<file path="src/rtl/serial_subtractor.sv">
// Bit-serial subtractor: diff = a - b - bin, one bit per clock, LSB first.
// A single full-subtractor cell is reused over WIDTH cycles with a registered
// borrow. start/busy/done frame each operation; results hold until the next
// completion or reset.
module serial_subtractor #(
    parameter int WIDTH = 8
) (
    input  logic             clk,
    input  logic             rst,
    input  logic             start,
    input  logic [WIDTH-1:0] a,
    input  logic [WIDTH-1:0] b,
    input  logic             bin,
    output logic             busy,
    output logic             done,
    output logic [WIDTH-1:0] diff,
    output logic             bout,
    output logic             ovf
);
    localparam int CW = $clog2(WIDTH);

    typedef enum logic [1:0] {IDLE, RUN, DONE} state_t;

    state_t           state, state_nx;
    logic [WIDTH-1:0] a_sh, b_sh, r_sh;
    logic             br;
    logic [CW-1:0]    cnt;

    logic x, y, d, br_nx, last, accept;

    // Full-subtractor cell on the current LSBs plus control decode
    always_comb begin
        x      = a_sh[0];
        y      = b_sh[0];
        d      = x ^ y ^ br;
        br_nx  = (~x & y) | (~(x ^ y) & br);
        last   = (cnt == CW'(WIDTH - 1));
        accept = start && (state == IDLE || state == DONE);
        busy   = (state == RUN);
        done   = (state == DONE);
    end

    // State register
    always_ff @(posedge clk) begin
        if (rst) state <= IDLE;
        else     state <= state_nx;
    end

    // Next-state logic; start is only looked at outside RUN
    always_comb begin
        state_nx = state;
        case (state)
            IDLE:    if (start) state_nx = RUN;
            RUN:     if (last)  state_nx = DONE;
            DONE:    state_nx = start ? RUN : IDLE;
            default: state_nx = IDLE;
        endcase
    end

    // Operand/result shift registers, borrow, counter and held outputs
    always_ff @(posedge clk) begin
        if (rst) begin
            a_sh <= '0;
            b_sh <= '0;
            r_sh <= '0;
            br   <= 1'b0;
            cnt  <= '0;
            diff <= '0;
            bout <= 1'b0;
            ovf  <= 1'b0;
        end else if (accept) begin
            a_sh <= a;
            b_sh <= b;
            br   <= bin;
            cnt  <= '0;
        end else if (state == RUN) begin
            a_sh <= a_sh >> 1;
            b_sh <= b_sh >> 1;
            r_sh <= {d, r_sh[WIDTH-1:1]};
            br   <= br_nx;
            cnt  <= cnt + 1'b1;
            if (last) begin
                // br here is the borrow into the MSB stage
                diff <= {d, r_sh[WIDTH-1:1]};
                bout <= br_nx;
                ovf  <= br ^ br_nx;
            end
        end
    end
endmodule

</file>
<file path="config.mk">
export PLATFORM = sky130hd
export DESIGN_NAME = serial_subtractor
export DESIGN_NICKNAME = d
export VERILOG_FILES = /design/src/rtl/serial_subtractor.sv
export SDC_FILE = /design/constraint.sdc
export NUM_CORES = 1
export LEC_CHECK = 0
export ABC_AREA = 1
export CAP_MARGIN = 30
export CORE_ASPECT_RATIO = 1.75
export CORE_MARGIN = 2
export CORE_UTILIZATION = 25
export DETAILED_ROUTE_END_ITERATION = 6
export SYNTH_ARGS = -nofsm -noshare
export SYNTH_HDL_FRONTEND = slang
export SYNTH_SLANG_ARGS = --single-unit
</file>
<file path="constraint.sdc">
create_clock -name clk -period 2 [get_ports clk]
set_clock_uncertainty 0.2 [all_clocks]
set_input_delay 0.4 -clock clk [delete_from_list [all_inputs] [get_ports clk]]
set_output_delay 0.4 -clock clk [all_outputs]
set_load 0.01 [all_outputs]
</file>
; ---- After elaboration in Yosys (flattened, before gate mapping)
; Index checks and enable logic that the tools add are counted.
[classes]
addsub = 1
mul = 0
n_div = 0
n_lt_le_gt_ge = 0
n_eq_ne = 5
n_shift = 0
mux = 10
bitwise_logic = 9
reduce_logical = 8
[op_table]
columns = op, n
row1 = 8-bit 2-to-1 mux, 4
row2 = 2-bit case mux with 3 select lines, 1
row3 = 2-bit 2-to-1 mux, 2
row4 = 2-bit AND reduction, 2
row5 = "3-bit by 1-bit adder with 3-bit output, second input constant", 1
row6 = "3-bit == test, second input constant", 1
row7 = 1-bit 2-to-1 mux, 3
row8 = 1-bit NOT, 3
row9 = 3-bit AND reduction, 1
row10 = 1-bit XOR, 3
row11 = 1-bit AND, 2
row12 = "2-bit by 1-bit == test with 1-bit output, second input constant", 1
row13 = "2-bit == test, second input constant", 1
row14 = 2-bit zero test, 1
row15 = "2-bit by 1-bit inequality test with 1-bit output, second input constant", 1
row16 = "2-bit inequality test, second input constant", 1
row17 = 2-bit nonzero test, 1
row18 = 2-bit OR reduction, 1
row19 = 1-bit logical AND, 1
row20 = 1-bit logical OR, 1
row21 = 1-bit bitwise OR, 1
[totals]
ff_bits = 40
latchBits = 0
mem_bits_rw = 0
rom_bits = 0
n_memories = 0

; ---- Longest topological paths before layout
[depth]
word_depth = 6
mapped_depth = 8
ltp_nobuf = 8

; ---- Worst setup path after synthesis
; OpenSTA, ideal clock, no wires.
[synth_path]
kind = register -> register
from = register cnt[0]
to = register diff[7]
t_arrival_ns = 1.098
required_time_ns = 1.688
slack_ns = 0.590
stages_incl_launch_ff = 9
path_buffers = 0
period_less_slack_ns = 1.410
cell_sequence = dfxtp_1 ha_1 ha_1 inv_1 nor2_8 nand2_2 inv_2 nand2_1 nand2_1
[synth_via]
elab_chain_cells = 2
[synth_rtl]
columns = item, line
row1 = start: declaration, 27  ; logic [CW-1:0] cnt;
row2 = start signal: assignment, 81  ; cnt <= cnt + 1'b1;
row3 = 3-bit == test, 37  ; last = (cnt == CW'(WIDTH - 1));
row4 = 3-bit AND reduction (no source line), --
row5 = end signal: assignment, 84  ; diff <= {d, r_sh[WIDTH-1:1]};
row6 = end: declaration, 16  ; output logic [WIDTH-1:0] diff,
; Every way passes these cells.
; A chain may end at the register's enable or synchronous reset.

; ---- Final worst setup path
[layout_path]
from = register state[1]
to = output busy
[layout_via]
elab_chain_cells = 1
[layout_rtl]
columns = item, line
row1 = start: declaration, 24  ; state_t state, state_nx;
row2 = start signal: assignment, 46  ; else state <= state_nx;
row3 = 2-bit by 1-bit == test with 1-bit output, 39  ; busy = (state == RUN);
row4 = end: declaration, 14  ; output logic busy,
; Every way passes these cells.

==> qor.csv <==
metric;value;unit
status;completed;
most frequent cells in the layout;46 x nand2_1, 39 x nor2_1, 38 x dfxtp_1;
most common cell after layout, fill and taps aside;nand2_1;
min Tclk post-route;1.76;ns
worst r2r dst;a_sh[1];
Clock Tree Buf Depth;2;
Die Area;8020;um^2
Crit Path Max Fanout;14;
H-tree Lvls;2;
Final Cell Area;2330;um^2
cts bufs inserted;5;
Die Height;117;um
vias in the first global route;1479;
Synth Register Bits;39;
WHS;0.268;ns
DRC Markers;0;
Placed Area;2170;um^2
# setup viols final;0;
Hold Path End;r_sh[4];
critical path endpoint category;primary output;
GP Congestion;0.784;
row cnt;41;
Core Area;7130;um^2
VDD IR max;441;uV
final WL;3.65;mm
initial antenna violation count;0;
crit path DAT;1.16;ns
Crit Path Class;flip-flop to primary output;
share of cells above drive strength 1;0.118;
critical path startpoint category;flip-flop;
final worst-path cycle share;0.878;
Total GRT Usage;0.104;
Netlist Area Pre-Place;1820;um^2
TritonRoute pass-1 iters;4;
Die X-Extent;68.6;um
Non-Filler Instances;358;
Post-Synthesis Cells;238;
Worst Hold Depth;2;
via count;1527;
GRT overflow;0;
r2r worst-path depth;8;
Final Hold Viols;0;
r2r setup slk;0.47;ns
Slew headroom;0.769;
Unique masters post-synth;28;
post-synthesis sequential area ratio;0.428;
class of the worst hold path;flip-flop to flip-flop;
Total Power;0.00194;W
DRT antenna net count;0;
Final Max Tran Viols;0;
pin count of the biggest net entering global routing;29;
initial cell density of the core;0.256;
number of port buffers;31;
Clock Sinks;39;
Nets;294;
Data required, critical path;1.40;ns
post-DR vias/cell;4.27;
hold path startpoint;r_sh[4];
Max Fclk;569;MHz
worst-skew pair later-pin latency;0.28;ns
clock root buffer;clkbuf_16;
Post-Syn Area per Cell;7.66;um^2
area grow syn2layout;27.9;%
Placed Instances;350;
first-pass GRT wire length;6.24;mm
n_diodes;0;
cts hold-fix bufs;0;
Syn. warnings;0;
CTS tree;done;
worst r2r src;state[1];
syn nets;261;
Slew @ Worst Pin;0.346;ns
P per Cell Area;830;nW/um^2
Clk pin slew, worst setup/hold paths;0.05;ns
unrepaired setup endpoints after global routing;no;
post-route setup TNS;0;ns
io pins;32;
post-DP HPWL;2.59;mm
Static Leak;1.07;nW
wire per inst;10.2;um
DRT iter0 DRCs;86;
number of max-cap violations;0;
## registers in the layout, indices dropped and copies added, names as in the netlist
register and flops:
a_sh 8, b_sh 8, diff 8, r_sh 7, cnt 3, state 2
bout 1, br 1, ovf 1
## per-layer routing
| layer | track usage | up-vias | routed length, um |
|---|---|---|---|
| met5 | 0 | - | 0 |
| met4 | 0.0720 | 0 | 140 |
| met3 | 0.0220 | 9 | 115 |
| met2 | 0.186 | 29 | 1860 |
| met1 | 0.103 | 687 | 1540 |
| li1 | - | 802 | - |
## metrics by stage
| stage | utilization | setup WS, ns |
|---|---|---|
| 2_1_floorplan | - | 0.590 |
| 4_1_cts | 0.327 | 0.0185 |
| 3_5_place_dp | 0.305 | 0.145 |
| 3_3_place_gp | 0.305 | 0.180 |
| 5_1_grt | 0.327 | 0.190 |
| 6_report | 0.327 | 0.244 |
## Yosys cell counts
cell type / instances / area [um^2]
a21oi_2: 2 / 17.5
fa_1: 1 / 20.0
buf_6: 2 / 22.5
nand3_1: 18 / 90.1
nor2_1: 39 / 146
nor2_2: 1 / 6.26
nand2_4: 2 / 22.5
a21oi_1: 14 / 70.1
ha_1: 2 / 25.0
nand2_8: 2 / 40.0
dfxtp_1: 39 / 781
xor2_1: 1 / 8.76
o21ai_0: 14 / 70.1
inv_8: 1 / 11.3
nand2_2: 2 / 12.5
buf_2: 1 / 5.00
o21ai_1: 7 / 35.0
o21ai_2: 2 / 17.5
buf_8: 2 / 30.0
inv_2: 4 / 15.0
nand2_1: 46 / 173
nor2_8: 1 / 20.0
nand3_2: 1 / 10.0
inv_1: 28 / 105
inv_6: 1 / 8.76
buf_4: 2 / 15.0
buf_12: 2 / 40.0
inv_4: 1 / 6.26
## how the worst max path moves through the flow
stage          depth (start not counted)       to     start
2_1_floorplan                          8  diff[7]    cnt[0]
3_3_place_gp                           6  a_sh[0]     start
3_5_place_dp                           6  a_sh[0]     start
4_1_cts                                3     done  state[1]
5_1_grt                                4     busy  state[1]
6_report                               4     busy  state[1]
## cells by family after synthesis
group	Yosys count	synth area share
compound gates	39	0.115
xor+xnor	1	0.00480
fa+ha+maj	3	0.0247
buf+inv	44	0.142
flops	39	0.428
simple gates	112	0.285
## power by group
group          leakage, nW  total, W  switching (W)  internal [W]
combinational        0.677  0.000264       0.000151      0.000114
clock               0.0772  0.000819       0.000289      0.000530
sequential           0.320  0.000853      0.0000274      0.000826
## timing repair
item                       4_1_cts  5_1_grt
setup endpoints to repair        1        1
pin swaps                        0        0
buffers inserted                 0        0
resized for setup                3        1
## worst max-delay path, stage by stage, from the launching register on
cell	delay, ns
dfxtp_1	0.32
inv_4	0.11
nand2_8	0.07
inv_8	0.10
dlygate4sd2_1	0.28
## area by class of cell
type                            count  area, um^2
Fill cell                         793        4800
Multi-Input combinational cell    155         785
Sequential cell                    39         782
Timing Repair Buffer               35         354
Clock buffer                        8         156
Inverter                           35         149
Tap cell                           86         108
(Power assumes the default switching activity.)
